$ cat config.mk
export PLATFORM = sky130hd
export DESIGN_NAME = mcp4725_i2c_target
export DESIGN_NICKNAME = d
export VERILOG_FILES = /design/src/rtl/mcp4725_pkg.sv /design/src/rtl/i2c_line_sync.sv /design/src/rtl/mcp4725_i2c_target.sv
export SDC_FILE = /design/constraint.sdc
export NUM_CORES = 1
export LEC_CHECK = 0
export ABC_AREA = 1
export BUFFER_PORTS_ARGS = -buffer_cell sky130_fd_sc_hd__buf_2
export CAP_MARGIN = 15
export CORE_AREA = 2 2 60 73
export DETAILED_ROUTE_END_ITERATION = 12
export DIE_AREA = 0 0 62 75
export PLACE_DENSITY = 0.78
export SLEW_MARGIN = 20
export SYNTH_ARGS = -nofsm -noshare
export SYNTH_HDL_FRONTEND = slang
export SYNTH_SLANG_ARGS = --single-unit
$ cat constraint.sdc
create_clock -name i_clk -period 1.9 [get_ports i_clk]
set_input_delay 0.285 -clock i_clk [delete_from_list [all_inputs] [get_ports i_clk]]
set_output_delay 0.285 -clock i_clk [all_outputs]
set_load 0.03 [all_outputs]
$ cat src/rtl/mcp4725_pkg.sv
// Shared definitions for the MCP4725 I2C target and the DAC driver.
package mcp4725_pkg;

  // Default 7-bit target address. The write address byte is 8'hC2.
  localparam logic [6:0]  MCP4725_DEV_ADDR  = 7'b1100001;

  // Fast-mode write command: the top two bits of the high data byte.
  localparam logic [1:0]  CMD_FAST_WRITE    = 2'b00;

  // DAC code loaded at reset (mid-scale).
  localparam logic [11:0] MCP4725_MID_SCALE = 12'h800;

  // Number of data bits in one I2C byte.
  localparam logic [3:0]  BITS_PER_BYTE     = 4'd8;

  typedef enum logic [2:0] {
    ST_IDLE,
    ST_ADDR,
    ST_ADDR_ACK,
    ST_HI_BYTE,
    ST_HI_ACK,
    ST_LO_BYTE,
    ST_LO_ACK,
    ST_IGNORE
  } state_e;

endpackage

$ cat src/rtl/i2c_line_sync.sv
// Brings raw SCL/SDA into the i_clk domain and flags SCL edges and
// START/STOP conditions, one cycle wide each.
module i2c_line_sync (
  input  logic i_clk,
  input  logic reset,
  input  logic i_scl,
  input  logic i_sda,
  output logic o_sda_sync,
  output logic o_scl_rise,
  output logic o_scl_fall,
  output logic o_start,
  output logic o_stop
);

  logic r_scl_meta, r_scl_sync, r_scl_dly;
  logic r_sda_meta, r_sda_sync, r_sda_dly;

  // Two-flop synchronizers plus one delay stage for edge detection; an idle bus is high.
  // NOTE: sequential state uses non-blocking (<=) so every flop samples pre-edge values.
  always_ff @(posedge i_clk) begin
    if (reset) begin
      r_scl_meta <= 1'b1;
      r_scl_sync <= 1'b1;
      r_scl_dly  <= 1'b1;
      r_sda_meta <= 1'b1;
      r_sda_sync <= 1'b1;
      r_sda_dly  <= 1'b1;
    end else begin
      r_scl_meta <= i_scl;
      r_scl_sync <= r_scl_meta;
      r_scl_dly  <= r_scl_sync;
      r_sda_meta <= i_sda;
      r_sda_sync <= r_sda_meta;
      r_sda_dly  <= r_sda_sync;
    end
  end

  assign o_sda_sync = r_sda_sync;
  assign o_scl_rise = r_scl_sync & ~r_scl_dly;
  assign o_scl_fall = ~r_scl_sync & r_scl_dly;
  // SDA may only move while SCL is high for a START or STOP, so SCL must be high on both samples.
  assign o_start    = r_scl_sync & r_scl_dly & r_sda_dly & ~r_sda_sync;
  assign o_stop     = r_scl_sync & r_scl_dly & ~r_sda_dly & r_sda_sync;

endmodule

$ cat src/rtl/mcp4725_i2c_target.sv
// I2C write-only target emulating the MCP4725 fast-mode write command.
// It ACKs its own address and accepts repeated high/low byte pairs,
// committing a new DAC code after each complete pair.
module mcp4725_i2c_target
  import mcp4725_pkg::*;
#(
  parameter logic [6:0]  DEV_ADDR   = MCP4725_DEV_ADDR,
  parameter logic [11:0] RESET_CODE = MCP4725_MID_SCALE
) (
  input  logic        i_clk,
  input  logic        reset,
  input  logic        i_scl,
  input  logic        i_sda,
  output logic        o_sda_oe,
  output logic [11:0] o_dac_value,
  output logic [1:0]  o_pd,
  output logic        o_update,
  output logic        o_busy
);

  logic   w_sda, w_scl_rise, w_scl_fall, w_start, w_stop;
  logic   w_byte_done;
  logic   w_is_byte_state;
  state_e r_state, w_next_state;
  logic [3:0]  r_bit_cnt;
  logic [7:0]  r_shift;
  logic [5:0]  r_hi;
  logic [11:0] r_dac_value;
  logic [1:0]  r_pd;
  logic        r_update;

  i2c_line_sync u_line_sync (
    .i_clk      (i_clk),
    .reset      (reset),
    .i_scl      (i_scl),
    .i_sda      (i_sda),
    .o_sda_sync (w_sda),
    .o_scl_rise (w_scl_rise),
    .o_scl_fall (w_scl_fall),
    .o_start    (w_start),
    .o_stop     (w_stop)
  );

  // A byte ends on the SCL falling edge that closes its eighth bit.
  assign w_byte_done     = w_scl_fall && (r_bit_cnt == BITS_PER_BYTE);
  assign w_is_byte_state = (r_state == ST_ADDR) || (r_state == ST_HI_BYTE) ||
                           (r_state == ST_LO_BYTE);

  // State register.
  always_ff @(posedge i_clk) begin
    if (reset) r_state <= ST_IDLE;
    else       r_state <= w_next_state;
  end

  // Next-state logic; STOP and START win over bit traffic in the same cycle.
  // NOTE: every combinational output gets a default first so no latch is inferred.
  always_comb begin
    w_next_state = r_state;
    if (w_stop) begin
      w_next_state = ST_IDLE;
    end else if (w_start) begin
      w_next_state = ST_ADDR;
    end else begin
      unique case (r_state)
        ST_IDLE:     w_next_state = ST_IDLE;
        ST_ADDR:
          if (w_byte_done)
            w_next_state = (r_shift[7:1] == DEV_ADDR && !r_shift[0]) ? ST_ADDR_ACK : ST_IGNORE;
        ST_ADDR_ACK: if (w_scl_fall) w_next_state = ST_HI_BYTE;
        ST_HI_BYTE:
          if (w_byte_done)
            w_next_state = (r_shift[7:6] == CMD_FAST_WRITE) ? ST_HI_ACK : ST_IGNORE;
        ST_HI_ACK:   if (w_scl_fall) w_next_state = ST_LO_BYTE;
        ST_LO_BYTE:  if (w_byte_done) w_next_state = ST_LO_ACK;
        ST_LO_ACK:   if (w_scl_fall) w_next_state = ST_HI_BYTE;
        ST_IGNORE:   w_next_state = ST_IGNORE;
        default:     w_next_state = ST_IDLE;
      endcase
    end
  end

  // Outputs: pull SDA only in ACK clocks, released the same cycle a START/STOP appears.
  always_comb begin
    o_sda_oe = 1'b0;
    o_busy   = (r_state != ST_IDLE);
    if ((r_state == ST_ADDR_ACK || r_state == ST_HI_ACK || r_state == ST_LO_ACK) &&
        !w_start && !w_stop)
      o_sda_oe = 1'b1;
  end

  // Bit counter and shift register: cleared at every byte boundary, saturating at eight bits.
  always_ff @(posedge i_clk) begin
    if (reset) begin
      r_bit_cnt <= '0;
      r_shift   <= '0;
    end else if (w_start || w_stop || (w_next_state != r_state)) begin
      r_bit_cnt <= '0;
    end else if (w_is_byte_state && w_scl_rise && (r_bit_cnt != BITS_PER_BYTE)) begin
      r_bit_cnt <= r_bit_cnt + 4'd1;
      r_shift   <= {r_shift[6:0], w_sda};
    end
  end

  // High byte is held while the low byte arrives; the pair commits at the end of the LO_ACK clock.
  always_ff @(posedge i_clk) begin
    if (reset) begin
      r_hi        <= '0;
      r_dac_value <= RESET_CODE;
      r_pd        <= 2'b00;
      r_update    <= 1'b0;
    end else begin
      r_update <= 1'b0;
      if (r_state == ST_HI_BYTE && w_next_state == ST_HI_ACK)
        r_hi <= r_shift[5:0];
      if (r_state == ST_LO_ACK && w_next_state == ST_HI_BYTE) begin
        r_dac_value <= {r_hi[3:0], r_shift};
        r_pd        <= r_hi[5:4];
        r_update    <= 1'b1;
      end
    end
  end

  assign o_dac_value = r_dac_value;
  assign o_pd        = r_pd;
  assign o_update    = r_update;

endmodule

==> impl_metrics.csv <==
group,metric,value,unit
routing,vias,1686,
timing,slew_violations,0,
placed_design,place_hpwl,2.71,mm
placed_design,dp_slack,9.98,ps
die,dieArea,0.00465,mm^2
global_route,grt_usage,18.1,%
run_status,status,"complete, no violations",
routing,drcViolationCount,0,
pwr,power.internal,1.21,mW
clock_tree,cts_tree,"built",
clock_tree,path_clk_slew,80,ps
setup_path,cp.arrival,1950,ps
routing,drt_iter0_drc,53,
logic_synthesis,synth_seq_cells,42,
cells_and_area,n_antenna_cell,0,
die,pin_count,21,
setup_path,worstSetupPathType,"register to register",
pwr,power.switching,0.353,mW
global_route,grt_max_degree,27,
cells_and_area,utilization,57.6,%
clock_tree,hold_buffers,0,
placed_design,io_buffers,20,
cells_and_area,fin_nets,299,
timing,tightest_slew,316,ps
cells_and_area,fin_cells,348,
clock_tree,root_buffer,"clkbuf_8",
die,start_util,48.4,%
timing,slew_headroom,78.9,%
setup_path,worstSetupStartpoint,"r_bit_cnt[0]",
run,cap_violations,0,
pwr,ir_worst_vdd,0.589,mV
pwr,total_power,1.56,mW
hold_path,hold-path-cell-count,2,
global_route,antenna_found_initial,0,
routing,wl,3.84,mm
setup_path,cp.required,2090,ps
pwr,clockPowerShare,38.8,%
clock_tree,clk_path_buf_depth,2,
timing,fin_crit,1760,ps
die,fp.dieW,62,um
setup_path,r2r-start,"r_bit_cnt[0]",
logic_synthesis,synth_warnings,0,
clock_tree,cts_buffers,5,
routing,ant_nets,0,
pwr,netSwitchingFraction,22.6,%
logic_synthesis,synth_nets,275,
timing,max_freq,567,MHz
routing,wl_per_cell,11.0,um
global_route,grt_first_pass_wirelength,6.31,mm
logic_synthesis,syn_inst,269,
pwr,comb_power_share,4.1,%
cells_and_area,drive_gt1_share,24.8,%
placed_design,gp_congestion,0.987,
die,die_y,75,um
setup_path,cp_max_fo,7,
placed_design,dpl-instance-area,0.00209,mm^2
clock_tree,clk_latency,290,ps
clock_tree,cts.sinks,42,
logic_synthesis,yosysSeqAreaShare,44.5,%
global_route,first_global_vias,1497,
global_route,overflow,0,
hold_path,min_path_type,"input pin to register",
timing,post-route-period-util,92.8,%
cells_and_area,final_area,0.00225,mm^2
placed_design,dpl.cell_count,339,
die,rows,25,
cells_and_area,fill_cells,360,
logic_synthesis,synthesis.area,0.00189,mm^2
clock_tree,ctsHtreeMaxLevel,2,
setup_path,reg2reg_depth,15,
timing,holdWs,166,ps
routing,drtPass1Iterations,5,
setup_path,start_kind,"register",
logic_synthesis,synth_largest_area_cell,"dfxtp_1",
hold_path,hp-start,"i_scl",
logic_synthesis,avgSynthCellArea,7.03,um^2
timing,setup_viol,0,
timing,worst_slack,137,ps
timing,hold_violations,0,
pwr,p_leak,1.07,nW
pwr,powerDensity,693,mW/mm^2
setup_path,critPathCaptureType,"register",
logic_synthesis,yosysTopAreaCellShare,44.5,%
cells_and_area,area_growth,19.2,%
timing,skew,7.45,ps
routing,via_per_inst,4.84,
timing,setup_tns,0,ps
pwr,seqPwrFrac,57.1,%
logic_synthesis,synth_cell_types,24,
die,core,0.00391,mm^2
logic_synthesis,yosys-top-cells-area,"dfxtp_1 (44%), nor2_1 (12%), nand2_1 (9.1%)",
[layer usage]
metal / wire length [um] / GRT usage, % / up-vias
li1: - / - / 889
met1: 1710 / 22.6 / 753
met2: 1900 / 29.4 / 39
met3: 163 / 4.64 / 5
met4: 61 / 7.33 / 0
met5: 0 / 0 / -
[registers in the layout, indices dropped and copies added, names as in the netlist]
register                flops
u_line_sync.r_scl_sync      1
o_dac_value                12
o_pd                        2
r_shift                     8
u_line_sync.o_sda_sync      1
r_hi                        6
r_state                     3
u_line_sync.r_sda_dly       1
u_line_sync.r_sda_meta      1
u_line_sync.r_scl_dly       1
u_line_sync.r_scl_meta      1
r_bit_cnt                   4
o_update                    1
[synth_stat cells]
cell type / instances
nand2_2: 3
nand3_2: 1
nor3_4: 1
or2_2: 4
inv_1: 31
ha_1: 2
buf_1: 1
nor2_1: 58
nor3_1: 2
xnor2_1: 1
clkbuf_1: 5
a21oi_1: 12
nand2_1: 46
nand2_4: 1
nor2_2: 4
dfxtp_1: 42
buf_2: 2
nand4_1: 15
xor2_1: 2
nor2_4: 1
o21ai_0: 15
buf_6: 2
nand3_1: 10
inv_2: 8
[logic make-up (layout without fill, tap and decap cells)]
| family | after synthesis | count (layout) | synth area share [%] |
|---|---|---|---|
| xor+xnor | 3 | 3 | 1.39 |
| fa+ha+maj | 2 | 2 | 1.32 |
| flops | 42 | 42 | 44.5 |
| compound gates | 27 | 27 | 7.15 |
| buf+inv | 49 | 74 | 10.7 |
| simple gates | 146 | 146 | 35.0 |
[final timing paths]
check | end | slack (ps)
setup / recovery | r_hi[0] | 140
hold / removal | u_line_sync.r_scl_meta | 170
setup reg to reg | r_hi[0] | 140
hold reg to reg | u_line_sync.r_scl_sync | 410
[cells in the final DEF, fill, tap and decap left out, drive strengths merged, types with 3 or more instances in the layout]
master	n
o21ai	15
inv	40
or2	4
nand4	15
dfxtp	42
nor2	63
clkbuf	7
a21oi	12
nand2	50
nand3	11
nor3	3
buf	27
[critical path, cell delays in order, from the launching register on]
cell and delay, ps:
dfxtp_2 330, inv_1 80, ha_4 130, nand3_2 100, nor2_2 140, nand2_1 60, nand2_1 70, nand2_1 70
inv_2 50, nand2_2 50, nand2_4 110, inv_4 50, nor2_4 190, inv_4 80, nor2_2 90, nor2_1 50
[power by group through the flow]
stage	clock, mW	combinational (mW)	sequential (mW)
2_1_floorplan	0	0.0471	0.911
3_3_place_gp	0	0.0603	0.912
3_5_place_dp	0	0.0618	0.912
4_1_cts	0.624	0.0621	0.891
5_1_grt	0.671	0.0724	0.892
6_report	0.605	0.0644	0.891
[timing repair]
item	CTS	global route
setup endpoints to repair	1	25
pin swaps	0	4
gates resized for setup	1	20
cloned	0	0
buffers inserted	0	1
[cell type report]
type                       instances  area, um^2  area share (%)
inverter                          39         151            6.72
tap                               54        67.6            3.00
timing repair buffer              27         190            8.44
clock buffer                       7        86.3            3.83
clock inverter                     1        8.76           0.389
sequential                        42         843            37.4
multi-input combinational        178         906            40.2
No activity file was read; power rests on OpenSTA's default activity.
